$ cat src/rtl/ssp_pkg.sv
// ============================================================================
// ssp_pkg : shared types and sizing helpers for the SSP serial engine
// Revision: 1.0
// ============================================================================
`default_nettype none

package ssp_pkg;

   typedef enum logic [1:0] {
      TX_IDLE  = 2'd0,
      TX_FSS   = 2'd1,
      TX_SHIFT = 2'd2
   } tx_state_e;

   localparam int SYNC_DEPTH = 2;

   // Bit counter must hold 0..data_w; divider counts one full SSPCLKOUT period.
   function automatic int bit_cnt_w(input int data_w);
      return $clog2(data_w + 1);
   endfunction

   function automatic int div_cnt_w(input int clk_div);
      return $clog2(2 * clk_div);
   endfunction

endpackage : ssp_pkg

`default_nettype wire

$ cat src/rtl/ssp_sync.sv
// ============================================================================
// ssp_sync : multi-flop synchroniser for one asynchronous input, sync reset
// Revision: 1.0
// ============================================================================
`default_nettype none

module ssp_sync
   import ssp_pkg::*;
#(
   parameter int STAGES = SYNC_DEPTH
) (
   input  logic clk_i,
   input  logic rst_i,
   input  logic d_i,
   output logic q_o
);

   logic [STAGES-1:0] sync_q;

   always_ff @(posedge clk_i) begin
      if (rst_i) begin
         sync_q <= '0;
      end else begin
         sync_q <= {sync_q[STAGES-2:0], d_i};
      end
   end

   assign q_o = sync_q[STAGES-1];

endmodule : ssp_sync

`default_nettype wire

$ cat src/rtl/ssp_engine.sv
// ============================================================================
// ssp_engine : SSP serial TX (divided clock, frame pulse) and framed RX engine
// Revision: 1.0
// ============================================================================
`default_nettype none

module ssp_engine
   import ssp_pkg::*;
#(
   parameter int DATA_W    = 8,
   parameter int CLK_DIV   = 2,
   parameter bit LSB_FIRST = 1'b0
) (
   input  logic              PCLK,
   input  logic              PRESET,
   input  logic              tx_valid,
   input  logic [DATA_W-1:0] tx_data,
   output logic              tx_ready,
   output logic [DATA_W-1:0] rx_data,
   output logic              rx_valid,
   input  logic              rx_ready,
   output logic              rx_overrun,
   output logic              rx_frame_err,
   input  logic              SSPCLKIN,
   input  logic              SSPFSSIN,
   input  logic              SSPRXD,
   output logic              SSPCLKOUT,
   output logic              SSPFSSOUT,
   output logic              SSPTXD,
   output logic              SSPOE_B
);

   localparam int BIT_W = bit_cnt_w(DATA_W);
   localparam int DIV_W = div_cnt_w(CLK_DIV);
   localparam logic [BIT_W-1:0] LAST_BIT = BIT_W'(DATA_W - 1);
   localparam logic [DIV_W-1:0] DIV_LAST = DIV_W'(2 * CLK_DIV - 1);
   localparam logic [DIV_W-1:0] DIV_HIGH = DIV_W'(CLK_DIV);

   tx_state_e         state_q, state_d;
   logic [DIV_W-1:0]  div_q, div_d, div_inc;
   logic [DATA_W-1:0] tx_sh_q, tx_sh_d, tx_sh_adv;
   logic [BIT_W-1:0]  tx_cnt_q, tx_cnt_d;
   logic              clkout_q, clkout_d;
   logic              fss_q, fss_d;
   logic              txd_q, txd_d;
   logic              oe_b_q, oe_b_d;
   logic              tx_first, clk_fall;

   logic              sclk_sync, sfss_sync, srxd_sync;
   logic              sclk_prev_q, sclk_rise;
   logic              armed_q, armed_d;
   logic [BIT_W-1:0]  rx_cnt_q, rx_cnt_d;
   logic [DATA_W-1:0] rx_sh_q, rx_sh_d, rx_sh_nxt;
   logic [DATA_W-1:0] rx_data_q, rx_data_d;
   logic              rx_valid_q, rx_valid_d;
   logic              rx_ovr_q, rx_ovr_d;
   logic              rx_ferr_q, rx_ferr_d;

   generate
      if (LSB_FIRST) begin : g_lsb_first
         assign tx_first  = tx_sh_q[0];
         assign tx_sh_adv = {1'b0, tx_sh_q[DATA_W-1:1]};
         assign rx_sh_nxt = {srxd_sync, rx_sh_q[DATA_W-1:1]};
      end else begin : g_msb_first
         assign tx_first  = tx_sh_q[DATA_W-1];
         assign tx_sh_adv = {tx_sh_q[DATA_W-2:0], 1'b0};
         assign rx_sh_nxt = {rx_sh_q[DATA_W-2:0], srxd_sync};
      end
   endgenerate

   assign div_inc  = div_q + DIV_W'(1);
   assign clk_fall = (div_q == DIV_LAST);

   // Every TX output change is made at the SSPCLKOUT falling edge (clk_fall).
   always_comb begin
      state_d  = state_q;
      div_d    = div_q;
      tx_sh_d  = tx_sh_q;
      tx_cnt_d = tx_cnt_q;
      clkout_d = clkout_q;
      fss_d    = fss_q;
      txd_d    = txd_q;
      oe_b_d   = oe_b_q;
      if (state_q != TX_IDLE) begin
         div_d    = clk_fall ? '0 : div_inc;
         clkout_d = clk_fall ? 1'b0 : (div_inc >= DIV_HIGH);
      end
      case (state_q)
         TX_IDLE: begin
            if (tx_valid) begin
               state_d  = TX_FSS;
               tx_sh_d  = tx_data;
               div_d    = '0;
               clkout_d = 1'b0;
               fss_d    = 1'b1;
               txd_d    = 1'b0;
               oe_b_d   = 1'b0;
            end
         end
         TX_FSS: begin
            if (clk_fall) begin
               state_d  = TX_SHIFT;
               fss_d    = 1'b0;
               txd_d    = tx_first;
               tx_sh_d  = tx_sh_adv;
               tx_cnt_d = '0;
            end
         end
         TX_SHIFT: begin
            if (clk_fall) begin
               if (tx_cnt_q == LAST_BIT) begin
                  state_d = TX_IDLE;
                  txd_d   = 1'b0;
                  oe_b_d  = 1'b1;
               end else begin
                  tx_cnt_d = tx_cnt_q + BIT_W'(1);
                  txd_d    = tx_first;
                  tx_sh_d  = tx_sh_adv;
               end
            end
         end
         default: state_d = TX_IDLE;
      endcase
   end

   always_ff @(posedge PCLK) begin
      if (PRESET) begin
         state_q  <= TX_IDLE;
         div_q    <= '0;
         tx_sh_q  <= '0;
         tx_cnt_q <= '0;
         clkout_q <= 1'b0;
         fss_q    <= 1'b0;
         txd_q    <= 1'b0;
         oe_b_q   <= 1'b1;
      end else begin
         state_q  <= state_d;
         div_q    <= div_d;
         tx_sh_q  <= tx_sh_d;
         tx_cnt_q <= tx_cnt_d;
         clkout_q <= clkout_d;
         fss_q    <= fss_d;
         txd_q    <= txd_d;
         oe_b_q   <= oe_b_d;
      end
   end

   ssp_sync u_sync_clk (.clk_i(PCLK), .rst_i(PRESET), .d_i(SSPCLKIN), .q_o(sclk_sync));
   ssp_sync u_sync_fss (.clk_i(PCLK), .rst_i(PRESET), .d_i(SSPFSSIN), .q_o(sfss_sync));
   ssp_sync u_sync_rxd (.clk_i(PCLK), .rst_i(PRESET), .d_i(SSPRXD),   .q_o(srxd_sync));

   assign sclk_rise = sclk_sync & ~sclk_prev_q;

   // A word completing in the same cycle as a consume keeps rx_valid high.
   always_comb begin
      armed_d    = armed_q;
      rx_cnt_d   = rx_cnt_q;
      rx_sh_d    = rx_sh_q;
      rx_data_d  = rx_data_q;
      rx_valid_d = rx_valid_q;
      rx_ovr_d   = rx_ovr_q;
      rx_ferr_d  = 1'b0;
      if (rx_valid_q && rx_ready) begin
         rx_valid_d = 1'b0;
      end
      if (sclk_rise) begin
         if (sfss_sync) begin
            armed_d  = 1'b1;
            rx_cnt_d = '0;
            rx_ferr_d = armed_q && (rx_cnt_q != '0);
         end else if (armed_q) begin
            rx_sh_d  = rx_sh_nxt;
            rx_cnt_d = rx_cnt_q + BIT_W'(1);
            if (rx_cnt_q == LAST_BIT) begin
               armed_d    = 1'b0;
               rx_cnt_d   = '0;
               rx_data_d  = rx_sh_nxt;
               rx_valid_d = 1'b1;
               if (rx_valid_q && !rx_ready) begin
                  rx_ovr_d = 1'b1;
               end
            end
         end
      end
   end

   always_ff @(posedge PCLK) begin
      if (PRESET) begin
         sclk_prev_q <= 1'b0;
         armed_q     <= 1'b0;
         rx_cnt_q    <= '0;
         rx_sh_q     <= '0;
         rx_data_q   <= '0;
         rx_valid_q  <= 1'b0;
         rx_ovr_q    <= 1'b0;
         rx_ferr_q   <= 1'b0;
      end else begin
         sclk_prev_q <= sclk_sync;
         armed_q     <= armed_d;
         rx_cnt_q    <= rx_cnt_d;
         rx_sh_q     <= rx_sh_d;
         rx_data_q   <= rx_data_d;
         rx_valid_q  <= rx_valid_d;
         rx_ovr_q    <= rx_ovr_d;
         rx_ferr_q   <= rx_ferr_d;
      end
   end

   assign tx_ready     = (state_q == TX_IDLE);
   assign SSPCLKOUT    = clkout_q;
   assign SSPFSSOUT    = fss_q;
   assign SSPTXD       = txd_q;
   assign SSPOE_B      = oe_b_q;
   assign rx_data      = rx_data_q;
   assign rx_valid     = rx_valid_q;
   assign rx_overrun   = rx_ovr_q;
   assign rx_frame_err = rx_ferr_q;

endmodule : ssp_engine

`default_nettype wire

$ cat config.mk
export PLATFORM = sky130hd
export DESIGN_NAME = ssp_engine
export DESIGN_NICKNAME = d
export VERILOG_FILES = /design/src/rtl/ssp_pkg.sv /design/src/rtl/ssp_sync.sv /design/src/rtl/ssp_engine.sv
export SDC_FILE = /design/constraint.sdc
export NUM_CORES = 1
export LEC_CHECK = 0
export ABC_AREA = 1
export CORE_MARGIN = 2
export CORE_UTILIZATION = 35
export DETAILED_ROUTE_END_ITERATION = 16
export PLACE_DENSITY_LB_ADDON = 0.25
export SLEW_MARGIN = 20
export SYNTH_ARGS = -nofsm -noshare
export SYNTH_HDL_FRONTEND = slang
export SYNTH_SLANG_ARGS = --single-unit
$ cat constraint.sdc
create_clock -name PCLK -period 1.4 [get_ports PCLK]
set_input_delay 0.21 -clock PCLK [delete_from_list [all_inputs] [get_ports PCLK]]
set_output_delay 0.21 -clock PCLK [all_outputs]
set_load 0.03 [all_outputs]
==> qor.yml, run 1 <==
drc: 0
root_buffer: "clkbuf_8"
drt-total-wl_um: 4530
ys_seq_area_frac: 0.445
max_stage_delay_ns: 0.38
final_area_um2: 2970
ys.flop_type: "dfxtp_1"
cp_data_required_time_ns: 1.19
grt_pass1_vias: 1852
wire_per_inst_um: 10.2
initial_utilization: 0.358
gp_congestion: 0.776
crit_fanout: 6
crit_arrival_ns: 1.16
period_minus_slack_ns: 1.37
cts_tree: "built"
setup_viol: 0
period_share: 0.979
final_nets: 390
num_antenna_cells: 0
synth_top_cell_by_area: "dfxtp_1"
path_buf_inv: 3
syn_nets: 337
cts_made_buffers: 5
route.vias.total: 2055
hpwl_um: 3330
fmax_mhz: 729
peakVddDrop_mv: 0.757
met1_usage: 0.152
dr.pass1.iters: 4
grt_max_degree: 31
io_buffer_count: 30
cts_max_level: 2
grt_use_met3: 0.0336
hold_buffers: 0
crit_chain: "inv_4 > ha_4 > buf_6 > buf_6"
yosys-top-cells-area: "dfxtp_1 (45%), nand2_1 (12%), a21oi_1 (8.0%)"
power_density_nw_per_um2: 1480
clock_latency_ns: 0.30
crit_top_cell: "buf_6"
die_w_um: 84.1
grt_pass1_wl_um: 7780
yosysTopAreaCellShare: 0.445
syn_area_per_cell_um2: 7.18
die_area_um2: 7080
grt.total_usage: 0.135
antenna_found_initial: 0
grt-ovfl-total: 0
die_h_um: 84.1
post_dp_cell_area_um2: 2820
synthCells: 313
max_slew.worst_pin.slew_ns: 0.473
worstHoldPathType: "reg2reg"
rows: 29
slew_headroom: 0.681
p_leak_uw: 0.00134
drive_above_1_share: 0.169
cp-start-kind: "flop"
status: "finished, final reports clean"
skew_ns: 0.00272
grt_setup_unrepaired: "true"
synth_cell_types: 28
netlist_area_um2: 2250
clk_pin_slew_ns: 0.09
cts.sinks: 50
ys_warn_count: 0
path_delay_family: "flip-flops"
criticalPathCategory: "reg2out"
cp_slowest_cell: "dfxtp_2"
synth_common_cells: "nand2_1 (74), dfxtp_1 (50), inv_1 (41), nor2_1 (40), a21oi_1 (36)"
drt_iter0_markers: 53
clk_path_buf_depth: 2
area_delta_synth_final_pct: 32.3
finalMaxSlewViolations: 0
ys_seq_elements: 50
io_pins: 31
worstSetupEndpointType: "output port"
ant_nets: 0
hold_violations: 0
drt-vias-per-instance: 4.63
core_area_um2: 6280
synth_most_common_cell: "nand2_1"
hold-worst-slack_ns: 0.404
maxCapViolCount: 0
use_met2: 0.242
synthArstFlopShare: 0
grt_busiest_layer: "met2"
synth_edf_count: 0
==> layer usage <==
layer	part of all wire	vias up
li1	-	1098
met1	0.44	909
met2	0.50	40
met3	0.043	8
met4	0.021	0
met5	0	-
==> through the flow <==
| stage | instances | setup TNS (ns) | total power (µW) | setup slack (ns) | util |
|---|---|---|---|---|---|
| global route | 444 | -0.123 | 4720 | -0.0296 | 0.474 |
| finish | 444 | 0 | 4400 | 0.0289 | 0.474 |
| global placement | 435 | -0.312 | 3420 | -0.0515 | 0.449 |
| floorplan | 313 | 0 | 2870 | 0.00106 | - |
| detailed placement | 435 | -0.501 | 3440 | -0.0617 | 0.449 |
| CTS | 443 | 0 | 4290 | 0.00840 | 0.461 |
==> where the power goes <==
part / switching [µW] / leakage [µW] / internal [µW] / total, µW
clock network: 494 / 0.0000441 / 352 / 846
registers: 119 / 0.000408 / 1620 / 1740
logic: 967 / 0.000892 / 843 / 1810
==> layout make-up <==
type,count,area [µm²]
fillers,637,3300
multi-input cells,210,1100
flip-flops and latches,50,1010
repair buffers,55,507
inverters,44,175
well taps,77,96.3
clock buffers,5,68.8
clock inverters,3,21.3
==> cell usage in the layout, fill, tap and decap left out, types with 2 or more instances in the layout <==
cell and count:
o21ai_0 11, clkdlybuf4s50_1 14, dlygate4sd2_1 15, nor2_1 38, a21oi_2 3, buf_6 4
inv_4 2, ha_4 3, nor2_4 4, ha_1 5, inv_1 38, nand2_1 70
buf_4 20, nand4_1 5, a21oi_1 35, nand2_2 8, dfxtp_1 48, nand3_1 18
clkinv_4 2, clkbuf_8 5, inv_2 2, buf_12 2
==> what timing repair did <==
item	in CTS	in global routing
pin swaps	0	3
setup endpoints to repair	16	27
buffers inserted	0	1
resized for setup	18	19
==> registers in the layout, summed over array words and instances (netlist names), 2 cells and up <==
signal,count
rx_data,8
tx_sh_q,8
rx_sh_q,7
rx_cnt_q,4
tx_cnt_q,4
div_q,2
state_q,2
u_sync_clk.sync_q,2
u_sync_fss.sync_q,2
u_sync_rxd.sync_q,2
==> tightest hold or removal path, stage by stage, from the launching register on <==
cell and delay (ns):
dfxtp_1 0.31, inv_1 0.04, nor2_1 0.03
==> cells by family (layout without fill, tap and decap cells) <==
group	count (synthesis)	after routing	synth area share
flops	50	50	0.445
simple gates	147	147	0.278
compound gates	54	54	0.130
buf+inv	53	107	0.0963
fa+ha+maj	9	9	0.0501
==> path summary, 6_finish.rpt <==
kind / startpoint / end / slack (ns) / cells after the start
hold reg to reg: u_sync_clk.sync_q[0] / u_sync_clk.sync_q[1] / 0.40 / 2
setup reg to reg: state_q[1] / tx_sh_q[2] / 0.08 / 9
hold / removal: u_sync_clk.sync_q[0] / u_sync_clk.sync_q[1] / 0.40 / 2
setup / recovery: state_q[0] / tx_ready / 0.03 / 4
(Power assumes the default switching activity.)
==> inputs of run 2 (changes only) <==
Settings changed: GPL_TIMING_DRIVEN from default to 0.
==> run 2 against run 1 <==
Sequential share of layout area increased by 1.1 points. Count of clock-buffer cells in the layout did not move. First-iteration DRC count increased by 25%. Utilization fell by 1.3 points. Clock skew up 0.0091 ns. Largest power group unchanged. Highest routed layer unchanged.
==> qor.yml, run 2 (synthesis results as in run 1) <==
skew_ns: 0.0118
die_h_um: 84.1
cts_made_buffers: 5
cp-start-kind: "flop"
power.internal_uw: 2800
path_buf_inv: 2
gp_congestion: 0.853
initial_utilization: 0.358
crit_fanout: 7
io_buffer_count: 30
seqPwrFrac: 0.394
n_fill_cell: 641
hpwl_um: 3260
clk_pin_slew_ns: 0.11
drt_iter0_markers: 66
finalMaxSlewViolations: 0
num_antenna_cells: 0
final_common_cell: "nand2_1"
die_area_um2: 7080
cp_slowest_cell: "dfxtp_2"
netSwitchingPower_uw: 1630
drive_above_1_share: 0.162
core_area_um2: 6280
power_uw: 4430
grt_pass1_vias: 1882
slew_headroom: 0.621
peakVddDrop_mv: 0.754
worstSetupEndpointType: "output port"
drt-total-wl_um: 4750
grt.total_usage: 0.134
final_area_um2: 2890
grt_max_degree: 19
drt-vias-per-instance: 4.67
drc: 0
rows: 29
setup_viol: 0
status: "finished, final reports clean"
clk_path_buf_depth: 2
root_buffer: "clkbuf_8"
p_leak_uw: 0.00128
cts_max_level: 2
grt-ovfl-total: 0
layout_common_cells: "nand2_1 (70), dfxtp_1 (45), nor2_1 (38), inv_1 (37), a21oi_1 (34)"
period_minus_slack_ns: 1.36
criticalPathCategory: "reg2out"
period_share: 0.972
maxCapViolCount: 0
die_w_um: 84.1
antenna_found_initial: 0
power.share.switching: 0.368
crit_arrival_ns: 1.15
wire_per_inst_um: 10.9
cts_tree: "built"
hold_violations: 0
io_pins: 31
route.vias.total: 2027
fmax_mhz: 734
max_slew.worst_pin.slew_ns: 0.569
post_dp_cell_area_um2: 2670
cp_data_required_time_ns: 1.19
grt_setup_unrepaired: "true"
power_density_nw_per_um2: 1530
ant_nets: 0
path_delay_family: "flip-flops"
worstHoldPathType: "reg2reg"
hold-worst-slack_ns: 0.404
crit_chain: "inv_2 > ha_4 > buf_4"
p_clk_frac: 0.204
dr.pass1.iters: 4
area_delta_synth_final_pct: 28.6
cts.sinks: 50
max_stage_delay_ns: 0.35
clock_latency_ns: 0.31
grt_pass1_wl_um: 7850
final_nets: 380
power_frac_comb: 0.402
hold_buffers: 0
-- run 2: layer usage --
metal  track usage  wire length (µm)  up-vias
li1              -                 -     1077
met1         0.153              2170      922
met5             0                 0        -
met4        0.0543                61        0
met2         0.241              2380       24
met3        0.0287               142        4
-- run 2: worst paths after layout --
kind                   startpoint  slack, ns  cells past startpoint              endpoint
min          u_sync_clk.sync_q[0]       0.40                      2  u_sync_clk.sync_q[1]
max reg2reg            state_q[1]       0.05                      9            tx_sh_q[5]
max                    state_q[1]       0.04                      3              tx_ready
min reg2reg  u_sync_clk.sync_q[0]       0.40                      2  u_sync_clk.sync_q[1]
-- run 2: worst register-to-register path, delay by kind of cell (launching register included) --
family                     cells  cell delay (ns)
adders and majority gates      1             0.20
buffers and inverters          2             0.21
DFF                            1             0.36
and+or+nand+nor                6             0.47
-- run 2: layout make-up --
type                       count  area [µm²]  area share
tap                           77        96.3      0.0333
buffer                         7        40.0      0.0139
clock inverter                 3        26.3     0.00909
timing repair buffer          38         350       0.121
clock buffer                   5        68.8      0.0238
inverter                      44         174      0.0602
multi-input combinational    210        1120       0.389
sequential                    50        1010       0.349
-- run 2: per-stage QoR --
step           std cells  TNS (ns)  worst slack, ns  utilization
2_1_floorplan        313         0          0.00106            -
3_3_place_gp         420     -3.55           -0.285        0.425
3_5_place_dp         420     -3.38           -0.262        0.425
4_1_cts              430         0          0.00419        0.443
5_1_grt              434   -0.0620          -0.0221        0.460
6_report             434         0           0.0385        0.460
-- run 2: power groups by stage --
stage,Sequential [µW],Clock (µW),Combinational [µW]
floorplan,1810,0,1050
detailed placement,1770,0,1450
CTS,1730,945,1580
finish,1740,904,1780
global route,1760,989,1980
global placement,1760,0,1450
-- run 2: timing repair --
action | in CTS | in global routing
hold endpoints to repair | 0 | 0
pin swaps | 2 | 5
buffers inserted | 4 | 3
gates resized for setup | 30 | 26
setup endpoints to repair | 32 | 29
gates cloned | 0 | 1
==> inputs of run 3 (changes only) <==
Settings changed: CAP_MARGIN from default to 15.
==> results of run 3 <==
Final layout, timing and power as in run 2 (identical DEF).
